$ cat src/rtl/fir_mac_serial.sv
`default_nettype none
// ============================================================================
// Module      : fir_mac_serial
// Description : Time-multiplexed FIR multiply-accumulate engine. On each
//               start pulse it walks all taps, forming one coefficient x
//               delay-tap product per cycle. It then emits one scaled,
//               registered result with a single-cycle valid pulse.
//               Optional macro FIR_MAC_SAT_EN clamps the output to OUT_W
//               range and reports clamping on oSat; without it the output
//               wraps and oSat is tied low.
// Revision    : 1.0 - initial release
// ============================================================================
module fir_mac_serial #(
    parameter int NUM_TAPS  = 10,
    parameter int COEFF_W   = 16,
    parameter int DATA_W    = 3,
    parameter int ACC_W     = 24,
    parameter int OUT_W     = 16,
    parameter int OUT_SHIFT = 0,
    localparam int TAP_W    = (NUM_TAPS > 1) ? $clog2(NUM_TAPS) : 1
) (
    input  logic               iClk12M,
    input  logic               iRst,
    input  logic               iEnMul,
    input  logic [COEFF_W-1:0] iCoeff,
    input  logic [DATA_W-1:0]  iTapData,
    output logic [TAP_W-1:0]   oTapSel,
    output logic               oBusy,
    output logic               oValid,
    output logic [OUT_W-1:0]   oMul,
    output logic               oOverrun,
    output logic               oSat
);

    localparam int PROD_W = COEFF_W + DATA_W;

    typedef enum logic [1:0] {
        S_IDLE  = 2'd0,
        S_RUN   = 2'd1,
        S_DRAIN = 2'd2,
        S_DONE  = 2'd3
    } state_t;

    state_t                     r_state;
    state_t                     w_state_next;
    logic                       w_start;
    logic                       w_last;
    logic        [TAP_W-1:0]    r_cnt;
    logic signed [PROD_W-1:0]   r_prod;
    logic signed [ACC_W-1:0]    r_acc;
    logic signed [COEFF_W-1:0]  w_coeff;
    logic signed [DATA_W-1:0]   w_data;
    logic signed [PROD_W-1:0]   w_prod;
    logic signed [ACC_W-1:0]    w_prod_ext;
    logic signed [ACC_W-1:0]    w_acc_next;
    logic        [OUT_W-1:0]    w_out;

    // Full-precision signed product and its accumulator-width extension
    assign w_coeff    = iCoeff;
    assign w_data     = iTapData;
    assign w_prod     = PROD_W'(w_coeff) * PROD_W'(w_data);
    assign w_prod_ext = ACC_W'(r_prod);
    assign w_acc_next = r_acc + w_prod_ext;
    assign w_last     = (r_cnt == TAP_W'(NUM_TAPS - 1));
    assign oTapSel    = (r_state == S_RUN) ? r_cnt : '0;

`ifdef FIR_MAC_SAT_EN
    localparam logic signed [ACC_W-1:0] c_OUT_MAX =
        {{(ACC_W-OUT_W+1){1'b0}}, {(OUT_W-1){1'b1}}};
    localparam logic signed [ACC_W-1:0] c_OUT_MIN =
        {{(ACC_W-OUT_W+1){1'b1}}, {(OUT_W-1){1'b0}}};

    logic signed [ACC_W-1:0] w_shifted;
    logic                    w_sat;
    logic                    r_sat;

    // Clamp the scaled sum into the representable output range
    always_comb begin
        w_shifted = w_acc_next >>> OUT_SHIFT;
        w_sat     = 1'b0;
        w_out     = w_shifted[OUT_W-1:0];
        if (w_shifted > c_OUT_MAX) begin
            w_out = c_OUT_MAX[OUT_W-1:0];
            w_sat = 1'b1;
        end else if (w_shifted < c_OUT_MIN) begin
            w_out = c_OUT_MIN[OUT_W-1:0];
            w_sat = 1'b1;
        end
    end

    // Saturation flag is captured together with the result
    always_ff @(posedge iClk12M) begin
        if (iRst) begin
            r_sat <= 1'b0;
        end else if (r_state == S_DRAIN) begin
            r_sat <= w_sat;
        end
    end

    assign oSat = r_sat;
`else
    // Two's-complement wrap: keep the low OUT_W bits of the scaled sum
    assign w_out = OUT_W'(w_acc_next >>> OUT_SHIFT);
    assign oSat  = 1'b0;
`endif

    // State register
    always_ff @(posedge iClk12M) begin
        if (iRst) begin
            r_state <= S_IDLE;
        end else begin
            r_state <= w_state_next;
        end
    end

    // Next-state and status outputs; DONE doubles as a start window
    always_comb begin
        w_state_next = r_state;
        w_start      = 1'b0;
        oBusy        = 1'b0;
        oValid       = 1'b0;
        case (r_state)
            S_IDLE: begin
                if (iEnMul) begin
                    w_start      = 1'b1;
                    w_state_next = S_RUN;
                end
            end
            S_RUN: begin
                oBusy = 1'b1;
                if (w_last) begin
                    w_state_next = S_DRAIN;
                end
            end
            S_DRAIN: begin
                oBusy        = 1'b1;
                w_state_next = S_DONE;
            end
            S_DONE: begin
                oValid = 1'b1;
                if (iEnMul) begin
                    w_start      = 1'b1;
                    w_state_next = S_RUN;
                end else begin
                    w_state_next = S_IDLE;
                end
            end
            default: w_state_next = S_IDLE;
        endcase
    end

    // Datapath: one product per RUN cycle, the accumulator lags by one
    always_ff @(posedge iClk12M) begin
        if (iRst) begin
            r_cnt  <= '0;
            r_prod <= '0;
            r_acc  <= '0;
            oMul   <= '0;
        end else if (w_start) begin
            r_cnt <= '0;
            r_acc <= '0;
        end else if (r_state == S_RUN) begin
            r_prod <= w_prod;
            // The product register is stale on the first tap
            if (r_cnt != '0) begin
                r_acc <= w_acc_next;
            end
            r_cnt <= w_last ? '0 : r_cnt + 1'b1;
        end else if (r_state == S_DRAIN) begin
            r_acc <= w_acc_next;
            oMul  <= w_out;
        end
    end

    // Sticky flag for start requests that arrive while busy
    always_ff @(posedge iClk12M) begin
        if (iRst) begin
            oOverrun <= 1'b0;
        end else if (iEnMul && (r_state == S_RUN || r_state == S_DRAIN)) begin
            oOverrun <= 1'b1;
        end
    end

endmodule
`default_nettype wire

$ cat config.mk
export PLATFORM = sky130hd
export DESIGN_NAME = fir_mac_serial
export DESIGN_NICKNAME = d
export VERILOG_FILES = /design/src/rtl/fir_mac_serial.sv
export SDC_FILE = /design/constraint.sdc
export NUM_CORES = 1
export LEC_CHECK = 0
export CAP_MARGIN = 25
export CORE_MARGIN = 5
export CORE_UTILIZATION = 25
export DETAILED_ROUTE_END_ITERATION = 12
export MAX_ROUTING_LAYER = met4
export PLACE_DENSITY_LB_ADDON = 0.15
export SYNTH_ARGS = -nofsm -noshare
export SYNTH_HDL_FRONTEND = slang
export SYNTH_SLANG_ARGS = --single-unit
$ cat constraint.sdc
create_clock -name iClk12M -period 4.7 [get_ports iClk12M]
set_input_delay 0.94 -clock iClk12M [delete_from_list [all_inputs] [get_ports iClk12M]]
set_output_delay 0.94 -clock iClk12M [all_outputs]
set_load 0.02 [all_outputs]
# Yosys cells after proc, flatten, opt, wreduce, memory -nomap -nowiden
# Index checks and enable logic that the tools add are counted.
# totals
latchBits,0
ff_bits,66
ramBits,0
memories,0
mem_bits_ro,0
out_inout_bits,24
# classes
n_reduce_logical,12
mux,13
shift,0
n_div,0
mul,1
n_bitwise,2
magnitude_cmp,0
n_eq_ne,7
addsub,2
# ops
cell,count
2-to-1 mux 24 bit,3
adder 24 x 19 -> 24 bit,1
multiplier 16 x 3 -> 19 bit,1
2-to-1 mux 4 bit,2
one-hot mux 2 bit (4 select lines),1
AND reduction 2 bit,3
OR reduction 2 bit,3
2-to-1 mux 1 bit,5
adder 4 x 1 -> 4 bit (second input constant),1
equality test 2 bit (second input constant),2
equality test 4 bit (second input constant),1
2-to-1 mux 2 bit,2
!= test 2 bit (second input constant),2
nonzero test 4 bit,1
AND reduction 3 bit,1
equality test 2 x 1 -> 1 bit (second input constant),1
logical NOT 2 bit,1
!= test 2 x 1 -> 1 bit (second input constant),1
NOT 1 bit,2
nonzero test 2 bit,1
logical AND 1 bit,1
logical OR 1 bit,1

# Longest topological paths before layout
# Gate-level depths: netlist of the first run.
# depth
ltp_word,5
ltp_mapped,14
mapped_depth_nobuf,13

# Worst setup path after synthesis of the first run
# Ideal clock, no wire load.
# synth_path
path_kind,input-to-reg
start,input iTapData[1]
end,register r_prod[13]
slack_ps,741
stages,14
path_buffers,1
setup_ps,122
arrival_time_ps,3837
required_time_ps,4578
path_cell_list,clkbuf_1 -> nand2_1 -> fa_1 -> inv_1 -> fa_1 -> ha_1 -> fa_1 -> a21o_1 -> a21oi_1 -> o21ba_2 -> o21ai_2 -> nand3_1 -> a2111oi_0 -> a311o_1
# synth_between
elab_chain_cells,1
# synth_rtl
item,line_no,rtl
from (decl),26,"input logic [DATA_W-1:0] iTapData,"
multiplier 16 x 3 -> 19 bit,61,assign w_prod = PROD_W'(w_coeff) * PROD_W'(w_data);
to (signal assigned),163,r_prod <= w_prod;
to (decl),49,logic signed [PROD_W-1:0] r_prod;
# Every way passes these cells.
# A chain may end at the register's enable or synchronous reset.

# Worst setup path after layout of the first run
# Ends and elaborated chain as after synthesis.

==> results.json, run 1 <==
{
  "place.gp.congestion": 0.838,
  "ant_nets": 0,
  "slowest_stage": "clkdlybuf4s50_1",
  "grt_max_degree": 36,
  "start_util_pct": 25.3,
  "insertedDiodeCount": 0,
  "drt-total-wl_mm": 10.5,
  "core_area_um2": 17200,
  "syn_inst": 531,
  "fin_crit_ps": 4410,
  "p_per_area_nw_per_um2": 367,
  "slew_headroom_pct": 36.6,
  "root_buffer": "clkbuf_16",
  "die_area_um2": 20200,
  "worstPathRequired_ps": 4890,
  "die_w_um": 142,
  "status": "completed",
  "clock_sinks": 55,
  "cts_tree": "built",
  "timing.rr.start": "r_prod[0]",
  "cpPeakStageDelay_ps": 710,
  "vias_per_cell": 4.69,
  "postPlaceCellArea_um2": 4990,
  "post_cts_resized": 0,
  "synth-seq-cells": 55,
  "p_leak_nw": 2.10,
  "yosysTopAreaCell": "dfxtp_1",
  "dp_hpwl_mm": 8.23,
  "firstDrtPassIters": 4,
  "yosysWarnings": 0,
  "cp_max_fo": 15,
  "final.setup.tns_ps": 0,
  "overflow": 0,
  "rows": 48,
  "postSynthNetCount": 614,
  "synth-edff-count": 0,
  "antenna_found_initial": 0,
  "startpoint": "iTapData[1]",
  "synth_flop_cell": "dfxtp_1",
  "critPathLaunchType": "primary input",
  "grt.total_usage_pct": 11.0,
  "max_freq_mhz": 227,
  "endpoint_kind": "flip-flop",
  "ctsHtreeMaxLevel": 2,
  "finClkSkew_ps": 7.83,
  "cts_setup_buffers": 0,
  "clk_latency_ps": 300,
  "path_buf_inv": 2,
  "cts_buffers": 5,
  "final.period_utilization_pct": 93.7,
  "finish.net_count": 645,
  "mostFrequentLayoutCell": "nand2_1",
  "reg2reg_setup_slack_ps": 2150,
  "drt_iter0_markers": 141,
  "grt_pass1_vias": 3556,
  "worstPathCellList": "clkdlybuf4s50_1 -> nand2_1 -> fa_1 -> inv_1 -> fa_1 -> ha_1 -> fa_1 -> a21o_1 -> a21oi_1 -> o21ba_2 -> o21ai_2 -> nand3_1 -> a2111oi_0 -> a311o_1",
  "worstPathArrival_ps": 4600,
  "drive_above_1_share_pct": 5.51,
  "area_growth_pct": 17.7,
  "endpoint": "r_prod[13]",
  "final_cell_mix": "75 x nand2_1, 55 x dfxtp_1, 46 x a21oi_1",
  "io_pins": 46,
  "drv_slew": 0,
  "cp_top_family": "adder cells",
  "peakVddDrop_uv": 196,
  "synth_cell_types": 60,
  "avgSynthCellArea_um2": 8.22,
  "num_vias": 3693,
  "num-fill-cells": 1820,
  "crit_top_cell": "fa_1",
  "drv_cap": 0,
  "r2r_end": "oMul[14]",
  "wl_per_cell_um": 13.4,
  "grt_pass1_wl_mm": 18.0,
  "grt_setup_unrepaired": "no",
  "r2r_cells": 10,
  "hold_path_class": "flip-flop to flip-flop",
  "cp.depth": 14,
  "hold_viol": 0,
  "synth.top_cell.area_share_pct": 25.2,
  "synth_area_leaders": "dfxtp_1 25%, ha_1 13%, fa_1 7.3%",
  "fin_area_um2": 5140,
  "cts_buffer_depth": 2,
  "port_buffers": 44,
  "setup_viol": 0,
  "die_h_um": 142,
  "cts.clk_slew.worst_paths_ps": 70,
  "synth-seq-area-share_pct": 25.2,
  "worstMarginPinSlew_ps": 950,
  "syn-cell-area_um2": 4360,
  "cts.hold.buffers_added": 0,
  "async_flop_share_pct": 0,
  "worstSetupPathType": "primary input to flip-flop",
  "drc_errors": 0
}
==> metal layers <==
metal	share of wire, %	vias to the layer above	track usage, %
met5	0	-	-
met1	51	1693	15.2
met3	3.5	8	1.41
met4	1.5	0	2.88
li1	-	1933	-
met2	44	59	17.2
==> Yosys cell counts, drive strengths merged, types with 2 or more instances <==
| cell | instances |
|---|---|
| fa | 16 |
| buf | 4 |
| a41oi | 3 |
| a21oi | 48 |
| inv | 17 |
| a221oi | 2 |
| nand2 | 75 |
| a311o | 2 |
| and3 | 6 |
| o31ai | 4 |
| xor2 | 5 |
| a211oi | 10 |
| o21a | 4 |
| o211ai | 7 |
| nor4b | 2 |
| or3 | 2 |
| dfxtp | 55 |
| xnor2 | 14 |
| o21bai | 3 |
| ha | 45 |
| clkbuf | 22 |
| nor3 | 14 |
| nor2 | 23 |
| nand4 | 3 |
| nor3b | 3 |
| nand2b | 7 |
| a21o | 13 |
| and2 | 31 |
| o21ai | 17 |
| nor2b | 17 |
| nand3b | 3 |
| nand3 | 31 |
| nor4 | 2 |
| a31oi | 2 |
| or4 | 3 |
| mux2i | 2 |
==> cell type report <==
cell class,instances,area [um^2],area share (%)
Tap cell,225,282,5.48
Clock inverter,3,22.5,0.438
Sequential cell,55,1100,21.4
Inverter,17,63.8,1.24
Timing Repair Buffer,51,493,9.60
Multi-Input combinational cell,432,3050,59.4
Clock buffer,5,125,2.44
==> worst min-delay path by stage <==
stage	startpoint	to	slack, ps	cells after the start
5_1_grt	oMul[9]	oMul[9]	470	2
6_report	oMul[9]	oMul[9]	450	2
3_5_place_dp	oMul[9]	oMul[9]	450	2
2_1_floorplan	r_acc[9]	r_acc[9]	440	2
3_3_place_gp	oMul[9]	oMul[9]	440	2
4_1_cts	oMul[9]	oMul[9]	460	2
==> tightest hold or removal path, cell delays in order, from the launching register on <==
cell	delay, ps
dfxtp_1	310
nand2_1	50
a21oi_1	50
==> where the power goes <==
group / internal (mW) / switching, mW
combinational: 0.337 / 0.558
clock: 0.201 / 0.181
sequential: 0.545 / 0.0615
total: 1.08 / 0.801
==> flip-flops by register name, summed over array words and instances (netlist names) <==
register and count:
oMul 16, r_acc 16, r_prod 16, r_cnt 4, r_state 2, oOverrun 1
==> kinds of logic after synthesis <==
kind of cell    synth area share (%)
buf+inv                         4.99
mux                            0.459
simple gates                    26.3
flops                           25.2
xor+xnor                        3.81
fa+ha+maj                       20.2
compound gates                  18.9
other cells                   0.0859
==> metrics by stage <==
| step | utilization, % | cells | setup slack [ps] | hold slack (ps) | total power [mW] |
|---|---|---|---|---|---|
| floorplan | - | 531 | 741 | 436 | 1.28 |
| global placement | 28.9 | 780 | 16.5 | 444 | 1.51 |
| detailed placement | 28.9 | 780 | -70.8 | 447 | 1.52 |
| CTS | 29.8 | 788 | 254 | 457 | 1.93 |
| global route | 29.8 | 788 | 38.6 | 475 | 2.05 |
| finish | 29.8 | 788 | 294 | 450 | 1.88 |
Note: power is estimated with default switching activity, not from simulation.
==> run 2, diff against run 1 <==
- CTS_CLUSTER_DIAMETER: default -> 150
- TNS_END_PERCENT: default -> 5
==> results of run 2 <==
The final DEF is identical to that of run 1; final timing and power are the same.
==> run 3, diff against run 2 <==
- clock period: 4.7 -> 4 ns (I/O delays scaled with it)
==> run 3 against run 2 <==
Non-clock buffer count increased by 18. Die area unchanged. Final cell count increased by 2.3%. Critical path depth unchanged. Clock power increased by 49%. Sequential cell count unchanged. Power increased by 27%. Combinational power increased by 24%. First-iteration DRC count increased by 15%. Via count increased by 1.7%.
==> results.json, run 3 (synthesis gave the netlist of run 1 again) <==
{
  "startpoint": "iCoeff[0]",
  "drt_iter0_markers": 162,
  "multi_input_area_um2": 3070,
  "reg.largest.list": "oMul (16), r_acc (16), r_prod (16)",
  "grt_pass1_vias": 3755,
  "cts_buffer_depth": 2,
  "num_vias": 3755,
  "mostFrequentLayoutCell": "nand2_1",
  "drv_cap": 0,
  "area_growth_pct": 22.4,
  "drc_errors": 0,
  "worstPathArrival_ps": 4040,
  "cp_max_fo": 3,
  "io_pins": 46,
  "rows": 48,
  "p_leak_nw": 2.22,
  "status": "completed",
  "pre_cts_ws_ps": -551,
  "hold_viol": 0,
  "worstMarginPinSlew_ps": 690,
  "cp.depth": 14,
  "cts.clk_slew.worst_paths_ps": 70,
  "core_area_um2": 17200,
  "fin_crit_ps": 3850,
  "ctsHtreeMaxLevel": 2,
  "endpoint_kind": "flip-flop",
  "path_buf_inv": 2,
  "die_area_um2": 20200,
  "finalWorstSetupSlack_ps": 153,
  "finClkSkew_ps": 5.67,
  "clock_sinks": 55,
  "drive_above_1_share_pct": 9.12,
  "num-fill-cells": 1788,
  "met1_usage_pct": 15.8,
  "grt.total_usage_pct": 11.7,
  "worstPathRequired_ps": 4190,
  "ff_latch_area_um2": 1100,
  "r2r_cells": 10,
  "overflow": 0,
  "insertedDiodeCount": 0,
  "worstSetupPathType": "primary input to flip-flop",
  "drt-total-wl_mm": 11.2,
  "hold_path_class": "flip-flop to flip-flop",
  "max_freq_mhz": 260,
  "ant_nets": 0,
  "dp_hpwl_mm": 8.56,
  "start_util_pct": 25.3,
  "cts_tree": "built",
  "wl_per_cell_um": 13.9,
  "grt_use_met3_pct": 1.38,
  "grt_pass1_wl_mm": 18.9,
  "critPathLaunchType": "primary input",
  "vias_per_cell": 4.66,
  "worstPathCellList": "clkdlybuf4s50_1 -> nand2b_1 -> fa_1 -> inv_1 -> fa_1 -> ha_2 -> fa_2 -> a21o_1 -> a21oi_2 -> o21ba_4 -> o21ai_2 -> nand3_2 -> a2111oi_0 -> a311o_1",
  "place.gp.congestion": 0.789,
  "timing.rr.start": "r_prod[0]",
  "grt_busiest_layer": "met2",
  "cts.hold.buffers_added": 0,
  "final.period_utilization_pct": 96.2,
  "worstHoldPathCells": 2,
  "setup_viol": 0,
  "drv_slew": 0,
  "peakVddDrop_uv": 224,
  "antenna_found_initial": 0,
  "clk_latency_ps": 300,
  "slowest_stage": "fa_1",
  "root_buffer": "clkbuf_16",
  "finish.net_count": 663,
  "firstDrtPassIters": 4,
  "cp_top_family": "adder cells",
  "grt_setup_unrepaired": "no",
  "cts_buffers": 5,
  "die_h_um": 142,
  "min_from": "oMul[9]",
  "p_total_mw": 2.39,
  "port_buffers": 44,
  "grt_max_degree": 36,
  "crit_top_cell": "fa_1",
  "final_cell_mix": "75 x nand2_1, 55 x dfxtp_1, 46 x a21oi_1",
  "die_w_um": 142,
  "holdWs_ps": 454,
  "postPlaceCellArea_um2": 5100,
  "grt.met2_usage_pct": 18.5,
  "fin_area_um2": 5340,
  "p_per_area_nw_per_um2": 447,
  "final_core_util_pct": 31.0,
  "cpPeakStageDelay_ps": 550,
  "slew_headroom_pct": 53.9
}
-- run 3: through the flow --
step | TNS [ps] | instances
2_1_floorplan | 0 | 531
3_3_place_gp | -1940 | 796
3_5_place_dp | -2440 | 796
4_1_cts | 0 | 804
5_1_grt | 0 | 806
6_report | 0 | 806
-- run 3: path summary, 6_finish.rpt --
kind                                   end  slack [ps]
worst max register to register    oMul[14]        1440
worst min register to register     oMul[9]         450
worst max-delay path            r_prod[13]         150
worst min-delay path               oMul[9]         450
-- run 3: final cells by class --
| cell class | instances | share of cell area, % |
|---|---|---|
| Multi-Input combinational cell | 432 | 57.5 |
| Sequential cell | 55 | 20.6 |
| Timing Repair Buffer | 69 | 11.8 |
| Tap cell | 225 | 5.27 |
| Clock buffer | 5 | 2.34 |
| Clock inverter | 3 | 1.27 |
| Inverter | 17 | 1.19 |
-- run 3: power breakdown --
| part | internal, mW | switching [mW] | total [mW] | leakage [nW] |
|---|---|---|---|---|
| Sequential | 0.641 | 0.0714 | 0.712 | 0.445 |
| Combinational | 0.432 | 0.675 | 1.11 | 1.69 |
| Clock | 0.359 | 0.209 | 0.568 | 0.0900 |
| Total | 1.43 | 0.956 | 2.39 | 2.22 |
-- run 3: layer usage --
metal / routed length, um / share of wire, %
met5: 0 / 0
met4: 150 / 1.3
met3: 468 / 4.2
met2: 5010 / 45
met1: 5550 / 50
-- run 3: worst min-delay path: cells and delay by family, from the launching register on --
kind	cells	cell delay (ps)
AO/OA/AOI/OAI	1	50
flip-flops	1	310
AND/OR/NAND/NOR	1	50
-- run 3: repair_timing --
item / 4_1_cts / 5_1_grt
setup endpoints to repair: 3 / 3
setup buffers: 0 / 1
pin swaps: 0 / 4
cloned: 0 / 1
resized for setup: 5 / 5
